**src/rtl/fetch_unit.sv**
```systemverilog
// Instruction fetch unit: a three-state IDLE/WAIT/DONE sequencer that holds a
// memory read for MEM_LATENCY cycles, captures the returned word and advances the PC.
// A jump target that arrives mid-fetch is parked in a one-entry pending register
// and is applied when the fetch completes.
// Optional feature: define FETCH_UNIT_COUNT_EN to get a saturating completed-fetch
// counter on fetch_count; otherwise fetch_count is tied to zero.
module fetch_unit #(
  parameter int unsigned MEM_LATENCY = 3,
  parameter logic [31:0] PC_RESET    = 32'd0
) (
  input  logic        clk,
  input  logic        rst_n,
  input  logic        fetch_req,
  input  logic        pc_load,
  input  logic [31:0] pc_in,
  input  logic [31:0] mem_dout,
  output logic        mem_en,
  output logic        mem_ren,
  output logic [15:0] mem_addr,
  output logic [31:0] instr,
  output logic [31:0] pc,
  output logic        fetch_done,
  output logic        busy,
  output logic [31:0] fetch_count
);

  typedef enum logic [1:0] {StIdle, StWait, StDone} state_e;

  state_e      state;
  logic [3:0]  wait_cnt;
  logic        pend_valid;
  logic [31:0] pend_pc;

  // Fetch sequencer; every output is a register updated here.
  always_ff @(posedge clk) begin
    if (!rst_n) begin
      state      <= StIdle;
      wait_cnt   <= 4'd0;
      pend_valid <= 1'b0;
      pend_pc    <= 32'd0;
      mem_en     <= 1'b0;
      mem_ren    <= 1'b0;
      mem_addr   <= 16'd0;
      instr      <= 32'd0;
      pc         <= PC_RESET;
      fetch_done <= 1'b0;
      busy       <= 1'b0;
    end else begin
      fetch_done <= 1'b0;
      unique case (state)
        StIdle: begin
          if (pc_load) begin
            pc <= pc_in;
          end
          if (fetch_req) begin
            // A simultaneous load redirects this very fetch.
            mem_addr <= pc_load ? pc_in[15:0] : pc[15:0];
            mem_en   <= 1'b1;
            mem_ren  <= 1'b1;
            busy     <= 1'b1;
            wait_cnt <= 4'(MEM_LATENCY);
            state    <= StWait;
          end
        end
        StWait: begin
          if (pc_load) begin
            pend_valid <= 1'b1;
            pend_pc    <= pc_in;
          end
          // Count 1 marks the last cycle of the memory access: data is valid now.
          if (wait_cnt == 4'd1) begin
            instr   <= mem_dout;
            mem_en  <= 1'b0;
            mem_ren <= 1'b0;
            state   <= StDone;
          end
          wait_cnt <= wait_cnt - 4'd1;
        end
        StDone: begin
          fetch_done <= 1'b1;
          busy       <= 1'b0;
          pend_valid <= 1'b0;
          state      <= StIdle;
          // A load arriving in this very cycle is the latest one and wins.
          if (pc_load) begin
            pc <= pc_in;
          end else if (pend_valid) begin
            pc <= pend_pc;
          end else begin
            pc <= pc + 32'd1;
          end
        end
        default: begin
          state <= StIdle;
          busy  <= 1'b0;
        end
      endcase
    end
  end

`ifdef FETCH_UNIT_COUNT_EN
  // Completed-fetch counter, saturating at all-ones.
  always_ff @(posedge clk) begin
    if (!rst_n) begin
      fetch_count <= 32'd0;
    end else if (state == StDone && fetch_count != 32'hFFFF_FFFF) begin
      fetch_count <= fetch_count + 32'd1;
    end
  end
`else
  assign fetch_count = 32'd0;
`endif

endmodule

```
**config.mk**
```make
export PLATFORM = sky130hd
export DESIGN_NAME = fetch_unit
export DESIGN_NICKNAME = d
export VERILOG_FILES = /design/src/rtl/fetch_unit.sv
export SDC_FILE = /design/constraint.sdc
export NUM_CORES = 1
export LEC_CHECK = 0
export ABC_AREA = 1
export CAP_MARGIN = 20
export CORE_MARGIN = 4
export CORE_UTILIZATION = 40
export CTS_BUF_LIST = sky130_fd_sc_hd__clkbuf_4 sky130_fd_sc_hd__clkbuf_8 sky130_fd_sc_hd__clkbuf_16
export DETAILED_ROUTE_END_ITERATION = 12
export PLACE_DENSITY = 0.68
export SETUP_SLACK_MARGIN = 0.1
export SYNTH_ARGS = -nofsm -noshare
export SYNTH_HDL_FRONTEND = slang
export SYNTH_SLANG_ARGS = --single-unit
```
**constraint.sdc**
```tcl
create_clock -name clk -period 2.25 [get_ports clk]
set_input_delay 0.5625 -clock clk [delete_from_list [all_inputs] [get_ports clk]]
set_output_delay 0.5625 -clock clk [all_outputs]
set_load 0.05 [all_outputs]
```
Word-level counts from Yosys, hierarchy flattened
Cells that the tools add are included.
{ "classes": {"add_sub_neg": 2, "n_eq_ne": 7, "mux": 17, "n_reduce_logical": 13, "bitwise_logic": 1} }
{ "ops": {"columns": ["operator", "count"], "rows": [
  ["$mux 32", 3],
  ["$pmux 32 s2", 1],
  ["$add 32x1->32 const B", 1],
  ["$mux 16", 1],
  ["$reduce_and 2->1", 8],
  ["$ne 2x2->1 const B", 4],
  ["$pmux 4 s2", 1],
  ["$pmux 1 s2", 3],
  ["$reduce_bool 2->1", 3],
  ["$eq 4x1->1 const B", 1],
  ["$mux 1", 4],
  ["$mux 2", 2],
  ["$mux 4", 1],
  ["$pmux 2 s2", 1],
  ["$sub 4x1->4 const B", 1],
  ["$reduce_and 3->1", 1],
  ["$eq 2x1->1 const B", 1],
  ["$eq 2x2->1 const B", 1],
  ["$logic_not 2->1", 1],
  ["$not 1->1", 1]
]} }
{ "word_totals": {"input_bits": 68, "output_inout_bits": 116, "regBits": 122, "wordCells": 50} }

Logic depth before layout (Yosys ltp)
Gate-level depths: netlist of the first run.
{ "depth": {"word_depth": 4, "depth_mapped": 11, "mapped_depth_nobuf": 11} }

Least setup slack after synthesis of the first run
OpenSTA, ideal clock, no wires.
{ "synth_timing": {"path_kind": "register -> register", "start": "register pc[1]", "end": "register pc[18]", "arrival_time_ns": 1.721, "path_slack_ns": 0.408, "setup_ns": 0.120, "period_less_slack_ns": 1.842, "stages_incl_launch_ff": 11, "required_time_ns": 2.130, "path_buffers": 0, "path_cell_list": "dfxtp_1 ha_1 inv_1 nor2_2 nand2_2 nor2_4 nand3_1 nand2_1 nand2_1 nand2_1 a21oi_1"} }
{ "synth_between": {"elab_chain_cells": 4} }
{ "synth_rtl": {"columns": ["item", "line", "rtl"], "rows": [
  ["start: declaration", "21", "output logic [31:0] pc,"],
  ["start signal: assignment", "53", "pc <= pc_in;"],
  ["start signal: assignment", "86", "pc <= pc_in;"],
  ["start signal: assignment", "88", "pc <= pend_pc;"],
  ["$add 32x1->32", "90", "pc <= pc + 32'd1;"],
  ["$mux 32", "87", "end else if (pend_valid) begin"],
  ["$mux 32", "85", "if (pc_load) begin"],
  ["$pmux 32 s2", "50", "unique case (state)"]
]} }
No other way between the ends.
A chain may end at the register's enable or synchronous reset.

Final worst setup path of the first run
{ "layout_timing": {"start": "register instr[1]", "end": "output port instr[1]"} }
{ "layout_rtl": {"columns": ["item", "line", "rtl"], "rows": [
  ["start: declaration", "20", "output logic [31:0] instr,"],
  ["start signal: assignment", "72", "instr <= mem_dout;"]
]} }
No word-level cell between the ends.

==> run summary, run 1 <==
The top-area cell type share of the netlist area works out to 0.395. The worst setup path is captured at a primary output. For the worst path arrival time, the log shows 1.56 ns.

Counting flops with a built-in enable in the synthesized netlist gives 0. Type of origin of the critical path: a flip-flop. The final hold violation count came out at 0. The flow ran to the end, and the final reports show no timing, DRC or antenna violations. The area of the core is 15,100 um^2, and the chip height is 132 um. Number of global-route vias before repair: 5,801.

Setup total negative slack on the finished layout was measured at 0 ns. Along the worst path, the maximum fanout reaches 2. Pin placement for this block handled 184 I/O pins.

Buffers added to address setup during post-CTS repair amount to 0. The number of antenna-violating nets in the routed design is 0. The class of the tightest hold or removal check is flip-flop to flip-flop. After clock tree synthesis, the clock-pin slew on the worst setup and hold paths is 0.06 ns. The number of antenna violations at the first check in global routing is 0, and the total CTS buffers is 17.

The run gives 0.000547 V as the peak supply drop. Across the run, the number of max-cap violations was 0. Synthesis produced a netlist whose cell count is 912. The logs give 1.69 ns for the data required time at the worst endpoint and 2 for the maximum number of buffers from clock root to sink. After detailed routing, the average wire length per cell comes to 15.1 um. TritonCTS built the clock tree. The first-pass GRT wire length was 30,500 um; the post-synthesis to final-layout area growth was 33.3%. The number of clock sinks seen by CTS came out at 122.

The share of layout cells above drive strength 1 was 0.0905; the worst-case clock skew was 0.00838 ns. The effective utilization at floorplan is 0.408, and the number of standard cells in the final layout excluding fillers is 1,249. For the floorplan die area, the log shows 17,500 um^2.

The async set-or-reset flop fraction in the synthesized netlist was 0. The post-route clock period utilization works out to 0.943. Setup repair after global routing left no endpoint under its margin. The analysis attributes to cell leakage a power of 0.00356 uW. The final layout contains routed wiring with a total length of 18,900 um. The first routing iteration left 636 violations. sky130_fd_sc_hd__dfxtp_1 takes more of the synthesized area than any other cell. Summed over all layers, the global routing overflow is 0. A synthesized cell averages 6.77 um^2. The largest delay contributor family on the critical path was buffers and inverters. Setup violations remaining at the end of the flow were counted as 0.

0 antenna diodes ended up in the layout. The largest net degree at the start of global routing came out at 65. The first TritonRoute pass finished after 6 iterations. Overall via count from detail_route: 6,356. Sorting the synthesized cells by area gives the leading types as sky130_fd_sc_hd__dfxtp_1, sky130_fd_sc_hd__a21oi_1, sky130_fd_sc_hd__o21ai_0, sky130_fd_sc_hd__nor2_1, sky130_fd_sc_hd__nand2_1.

The run gives 4 as the maximum level of the CTS H-tree. The logs give 0 for the number of pins with negative max-slew slack in the final report and 0.215 for the combined global-route utilization of all metal layers. For this design, the CTS-stage hold fixing added 0 buffers. The post-detailed-route DRC marker count is 0.

Summing every instance area after synthesis gives 6180 um^2. The critical path buffer and inverter count was 1; the net total in the final layout was 1,119. The number of instances in the placed design is 1,217, and the post-detailed-route via-to-cell ratio is 5.09. Measured along the x axis, the die boundary spans 132 um. For the routability congestion estimate, the log shows 0.921. The slowest stage of the critical path belongs to the cell sky130_fd_sc_hd__clkdlybuf4s50_1. Yosys mapped the design onto 28 distinct sky130hd cell types.

For this run, the leading register cell type out of synthesis is sky130_fd_sc_hd__dfxtp_1. The run gives 45 as the number of placement rows. For the pin with the worst max-slew slack, the measured transition is 0.590 ns. Highest achievable clock rate: 472 MHz. The critical path in this run is classified as flip-flop to primary output. The wire-length estimate of the detail-placed layout is 13,500 um.

The worst relative slew slack came out at 0.605. The delay contributed by the slowest stage of the critical path is 0.80 ns, and the power per standard cell area is 841 nW/um^2. The run gives 0.43 ns as the later-pin clock latency in the skew report. The critical path goes through clkdlybuf4s50_1. Buffers placed on the I/O ports in this run total 151. The warning count from the yosys run is 0.

The clock period minus worst slack is 2.12 ns. Clock tree root buffer cell: sky130_fd_sc_hd__clkbuf_16. The flip-flop and latch count after synthesis is 122, and the sequential area share after synthesis is 0.395.
[metal layers]
metal | vias to the layer above | wire, um | GRT usage
li1 | 3204 | - | -
met1 | 2912 | 8620 | 0.295
met2 | 213 | 8720 | 0.338
met3 | 27 | 1200 | 0.0489
met4 | 0 | 341 | 0.0687
met5 | - | 0 | 0
[final timing paths]
path / cells after the start / slack, ns / to / from
max: 1 / 0.13 / instr[1] / instr[1]
min: 2 / 0.45 / pend_pc[18] / pend_pc[18]
min reg2reg: 2 / 0.45 / pend_pc[18] / pend_pc[18]
max reg2reg: 9 / 0.39 / pc[16] / pc[1]
[through the flow]
step | cell area [um^2] | hold slack, ns | power [uW] | util | worst slack [ns]
6_report | 8230 | 0.451 | 6920 | 0.544 | 0.129
2_1_floorplan | 6290 | 0.429 | 3720 | - | 0.408
3_5_place_dp | 7670 | 0.442 | 4260 | 0.506 | 0.301
3_3_place_gp | 7670 | 0.440 | 4250 | 0.506 | 0.293
4_1_cts | 8200 | 0.452 | 6980 | 0.541 | 0.100
5_1_grt | 8230 | 0.471 | 7220 | 0.544 | 0.100
[state kept, by name, summed over array words and instances (netlist names)]
name,flops
pend_pc,32
mem_ren,1
instr,32
pend_valid,1
wait_cnt,4
pc,32
mem_addr,16
fetch_done,1
state,2
busy,1
[cell type report]
class	instances	area, um^2
inverter	80	300
tap	188	235
timing repair buffer	168	1600
sequential	122	2440
clock buffer	18	439
clock inverter	14	159
multi-input combinational	659	3060
fill	1498	6910
[synth_stat cells (all sizes together), types with 2 or more instances]
| cell | count |
|---|---|
| nor2 | 151 |
| nand2 | 139 |
| o21ai | 138 |
| a21oi | 136 |
| dfxtp | 122 |
| inv | 78 |
| buf | 59 |
| nand3 | 39 |
| clkbuf | 23 |
| a31oi | 8 |
| nor3 | 4 |
| ha | 3 |
| o211ai | 3 |
| xor2 | 3 |
| a221oi | 2 |
| clkinv | 2 |
[what timing repair did]
item	4_1_cts	5_1_grt
hold endpoints to repair	0	0
pin swaps	0	0
resized for setup	54	15
cloned	0	0
setup endpoints to repair	54	15
[power breakdown]
| group | internal [uW] | switching (uW) | total [uW] |
|---|---|---|---|
| Clock | 1680 | 1090 | 2770 |
| Combinational | 479 | 1160 | 1640 |
| Sequential | 2360 | 157 | 2520 |
[cells by family after synthesis]
kind of cell	synth area share
other	0.000607
adders and majority gates	0.00608
buffers and inverters	0.128
and+or+nand+nor	0.228
xor gates and xnor gates	0.00425
AOI/OAI and AO/OA	0.237
DFF	0.395
[layout by cell type (no fill, tap or decap), drive strengths merged, types with 32 or more instances in the layout]
| cell | instances |
|---|---|
| nand2 | 139 |
| nor2 | 151 |
| inv | 84 |
| clkdlybuf4s50 | 69 |
| dlygate4sd2 | 54 |
| conb | 32 |
| a21oi | 136 |
| nand3 | 39 |
| o21ai | 138 |
| dfxtp | 122 |
(Power assumes the default switching activity.)
==> inputs of run 2 (changes only) <==
- CORE_ASPECT_RATIO: not set -> 1.2
==> run summary, run 2 (synthesized netlist as in run 1, its figures left out) <==
The highest achievable clock rate is 473 MHz (was 472 MHz). The clock slew seen by the registers of the worst setup and hold paths was 0.05 ns (was 0.06 ns); the cell-internal power was 4650 uW (was 4520 uW). The number of antenna-violating nets in the routed design came out at 0 (unchanged). The sequential cell fraction of total power was 0.365 (was 0.364). The share of layout cells above drive strength 1 works out to 0.0841 (was 0.0905).

The post-route clock period utilization works out to 0.939 (was 0.943). The effective utilization at floorplan is 0.410 (was 0.408), and the first-pass detailed-route iteration total is 5 (was 6). For the DRC marker count from the first detailed-route iteration, the log shows 436 (was 636). The logs give 0.42 ns (was 0.43 ns) for the later-pin clock latency in the skew report and 0 (unchanged) for the final setup violation count. The chip width is 121 um (was 132 um).

The post-synthesis to final-layout area growth came out at 34.3% (was 33.3%). The detailed placer's ending HPWL was 13,400 um (was 13,500 um); the largest net degree at the start of global routing was 46 (was 65). The area of the core was 15,100 um^2 (about the same). The clock period minus worst slack works out to 2.11 ns (was 2.12 ns). The total CTS buffers is 17 (unchanged).

Number of clock sinks seen by CTS: 122 (unchanged). Highest-count cells in the layout ignoring fill and taps: sky130_fd_sc_hd__a21oi_1, sky130_fd_sc_hd__o21ai_0, sky130_fd_sc_hd__nor2_1 (unchanged). The power share of the combinational group was 0.236 (about the same). The logs give 0 (unchanged) for the hold buffer count at cts and 184 (unchanged) for the number of primary I/O pins. The tools report the first-pass GRT wire length as 29,500 um (was 30,500 um).

The tools report the type of element capturing the critical path as a primary output (unchanged). Terminating pin of the worst hold path: pend_pc[4] (was pend_pc[18]). The depth of the worst hold-timing path is 2 (unchanged).

The tools report the leakage component of the power as 0.00372 uW (was 0.00356 uW). Critical-path cell with the highest stage delay: sky130_fd_sc_hd__clkdlybuf4s50_1 (unchanged). The tools report the number of global-route vias before repair as 5,816 (was 5,801). Worst path cell trace: clkdlybuf4s50_1 (unchanged). The flop-to-flop setup slack was 0.48 ns (was 0.39 ns); the average wire per standard cell was 14.8 um (was 15.1 um). The antenna diode count was 0 (unchanged); the total net switching power was 2260 uW (was 2400 uW). Category of the most critical setup path: flip-flop to primary output (unchanged).

The switching fraction of total power is 0.327 (was 0.347). The delay contributed by the slowest stage of the critical path was 0.81 ns (was 0.80 ns). TritonCTS built the clock tree. The tools report the clock tree root buffer cell as sky130_fd_sc_hd__clkbuf_16 (unchanged). Most common cell after layout, fill and taps aside: sky130_fd_sc_hd__a21oi_1 (unchanged). The floorplan die area was 17,500 um^2 (about the same). The clock network fraction of design power came out at 0.399 (was 0.400). Number of pins with negative max-slew slack in the final report: 0 (unchanged). The largest delay contributor family on the critical path is buffers and inverters (unchanged). The post-detailed-route DRC marker count was 0 (unchanged); the fraction of the core area covered by cells at the end of the flow was 0.550 (was 0.544). The maximum number of buffers from clock root to sink is 2 (unchanged), and the pre-CTS setup slack is 0.304 ns (was 0.301 ns).

The tools report the startpoint of the lowest-slack hold path as pend_pc[4] (was pend_pc[18]). The worst reg-to-reg path cell count works out to 9 (unchanged). Registers with the most flip-flops: instr (32), pc (32), pend_pc (32) (unchanged). The biggest fanout along the worst timing path is 2 (unchanged), and the chip height is 144 um (was 132 um). For the final hold violation count, the log shows 0 (unchanged).

The critical path buffer and inverter count was 1 (unchanged). The worst-case clock skew is 0.00699 ns (was 0.00838 ns). Type of origin of the critical path: a flip-flop (unchanged). The logs give 0.000466 V (was 0.000547 V) for the peak supply drop and 0.213 (was 0.215) for the combined global-route utilization of all metal layers. The post-detailed-route via-to-cell ratio is 4.94 (was 5.09), and the overall via count from detail_route is 6,240 (was 6,356). The flow ran to the end, and the final reports show no timing, DRC or antenna violations. The leftover overflow at the end of global routing came out at 0 (unchanged). The class of the tightest hold or removal check was flip-flop to flip-flop (unchanged).

The end of the worst register-to-register path is pc[16] (unchanged). The run gives 0.137 ns (was 0.129 ns) as the slack of the critical path. The final total negative setup slack is 0 ns (unchanged). Number of port buffers: 151 (unchanged). The transition time at the pin with the least slew margin was 0.639 ns (was 0.590 ns).

The run gives 1 (was 0) as the number of antenna violations at the first check in global routing. The data required time at the worst endpoint came out at 1.69 ns (about the same). The tools report the worst path arrival time as 1.55 ns (was 1.56 ns). The run gives 49 (was 45) as the number of placement rows. The run gives 0.993 (was 0.921) as the routability congestion estimate. Launch instance of the worst register-to-register path: pc[0] (was pc[1]).

The tools report the net total in the final layout as 1,116 (was 1,119). The run gives 0 (unchanged) as the max capacitance violation total. Setup repair after global routing left no endpoint under its margin. The total wirelength of the detailed-routed design is 18,700 um (was 18,900 um). The worst relative slew slack is 0.573 (was 0.605), and the power per standard cell area is 834 nW/um^2 (was 841 nW/um^2).

The maximum level of the CTS H-tree came out at 4 (unchanged).
==> run 2: cell types whose count changed in the layout (fill, tap and decap cells not counted), sizes merged <==
cell / before / now
clkdlybuf4s50: 69 / 68
buf: 30 / 23
dlymetal6s2s: 15 / 26
dlygate4sd2: 54 / 48
clkinvlp: 2 / 1
clkbuf: 18 / 25
inv: 84 / 78
==> run 2: timing repair <==
action                                  CTS  global route
pin swaps                                 0             0
resized for setup                        48            26
endpoints found under the setup margin   48            26
setup buffers                             0             0
==> run 2: how the worst max path moves through the flow <==
stage,start,to,slack [ns],cells past startpoint
2_1_floorplan,pc[1],pc[18],0.41,10
3_3_place_gp,pc_load,pc[1],0.35,5
3_5_place_dp,pc_load,pc[1],0.30,5
4_1_cts,instr[19],instr[19],0.10,1
5_1_grt,instr[27],instr[27],0.11,1
6_report,instr[6],instr[6],0.14,1
==> run 2: power groups by stage <==
| stage | logic, uW | clock network (uW) | registers (uW) |
|---|---|---|---|
| after floorplan | 730 | 0 | 2990 |
| after global placement | 1690 | 0 | 2570 |
| after detailed placement | 1690 | 0 | 2570 |
| after CTS | 1640 | 2810 | 2520 |
| after global routing | 1770 | 2920 | 2550 |
| final | 1630 | 2760 | 2520 |
==> run 2: metrics by stage <==
stage                     hold WS (ns)  cell area, um^2  total power (uW)  instances
after floorplan                  0.429             6290              3720        943
after global placement           0.440             7690              4250       1230
after detailed placement         0.443             7690              4260       1230
after CTS                        0.451             8230              6970       1262
after global routing             0.468             8300              7240       1262
final                            0.452             8300              6920       1262
==> run 2: worst register-to-register path, cell delays in order (launching register included) <==
cell                      delay [ns]
sky130_fd_sc_hd__dfxtp_1        0.45
sky130_fd_sc_hd__ha_1           0.27
sky130_fd_sc_hd__inv_1          0.08
sky130_fd_sc_hd__nor2_2         0.15
sky130_fd_sc_hd__nand2_2        0.13
sky130_fd_sc_hd__inv_1          0.21
sky130_fd_sc_hd__nand4_1        0.11
sky130_fd_sc_hd__nand3_1        0.09
sky130_fd_sc_hd__nand2_1        0.07
sky130_fd_sc_hd__a21oi_1        0.12
==> run 2: final cells by class <==
type / count / area, um^2
clock buffers: 25 / 517
clock inverters: 7 / 87.6
fillers: 1531 / 6790
inverters: 80 / 300
multi-input cells: 659 / 3060
flip-flops and latches: 122 / 2440
well taps: 204 / 255
repair buffers: 165 / 1630
==> run 2: layer usage <==
metal,GRT usage,up-vias,share of wire
li1,-,3192,-
met1,0.247,2773,0.41
met2,0.350,233,0.47
met3,0.0771,40,0.091
met4,0.102,2,0.031
met5,0,-,0.00064
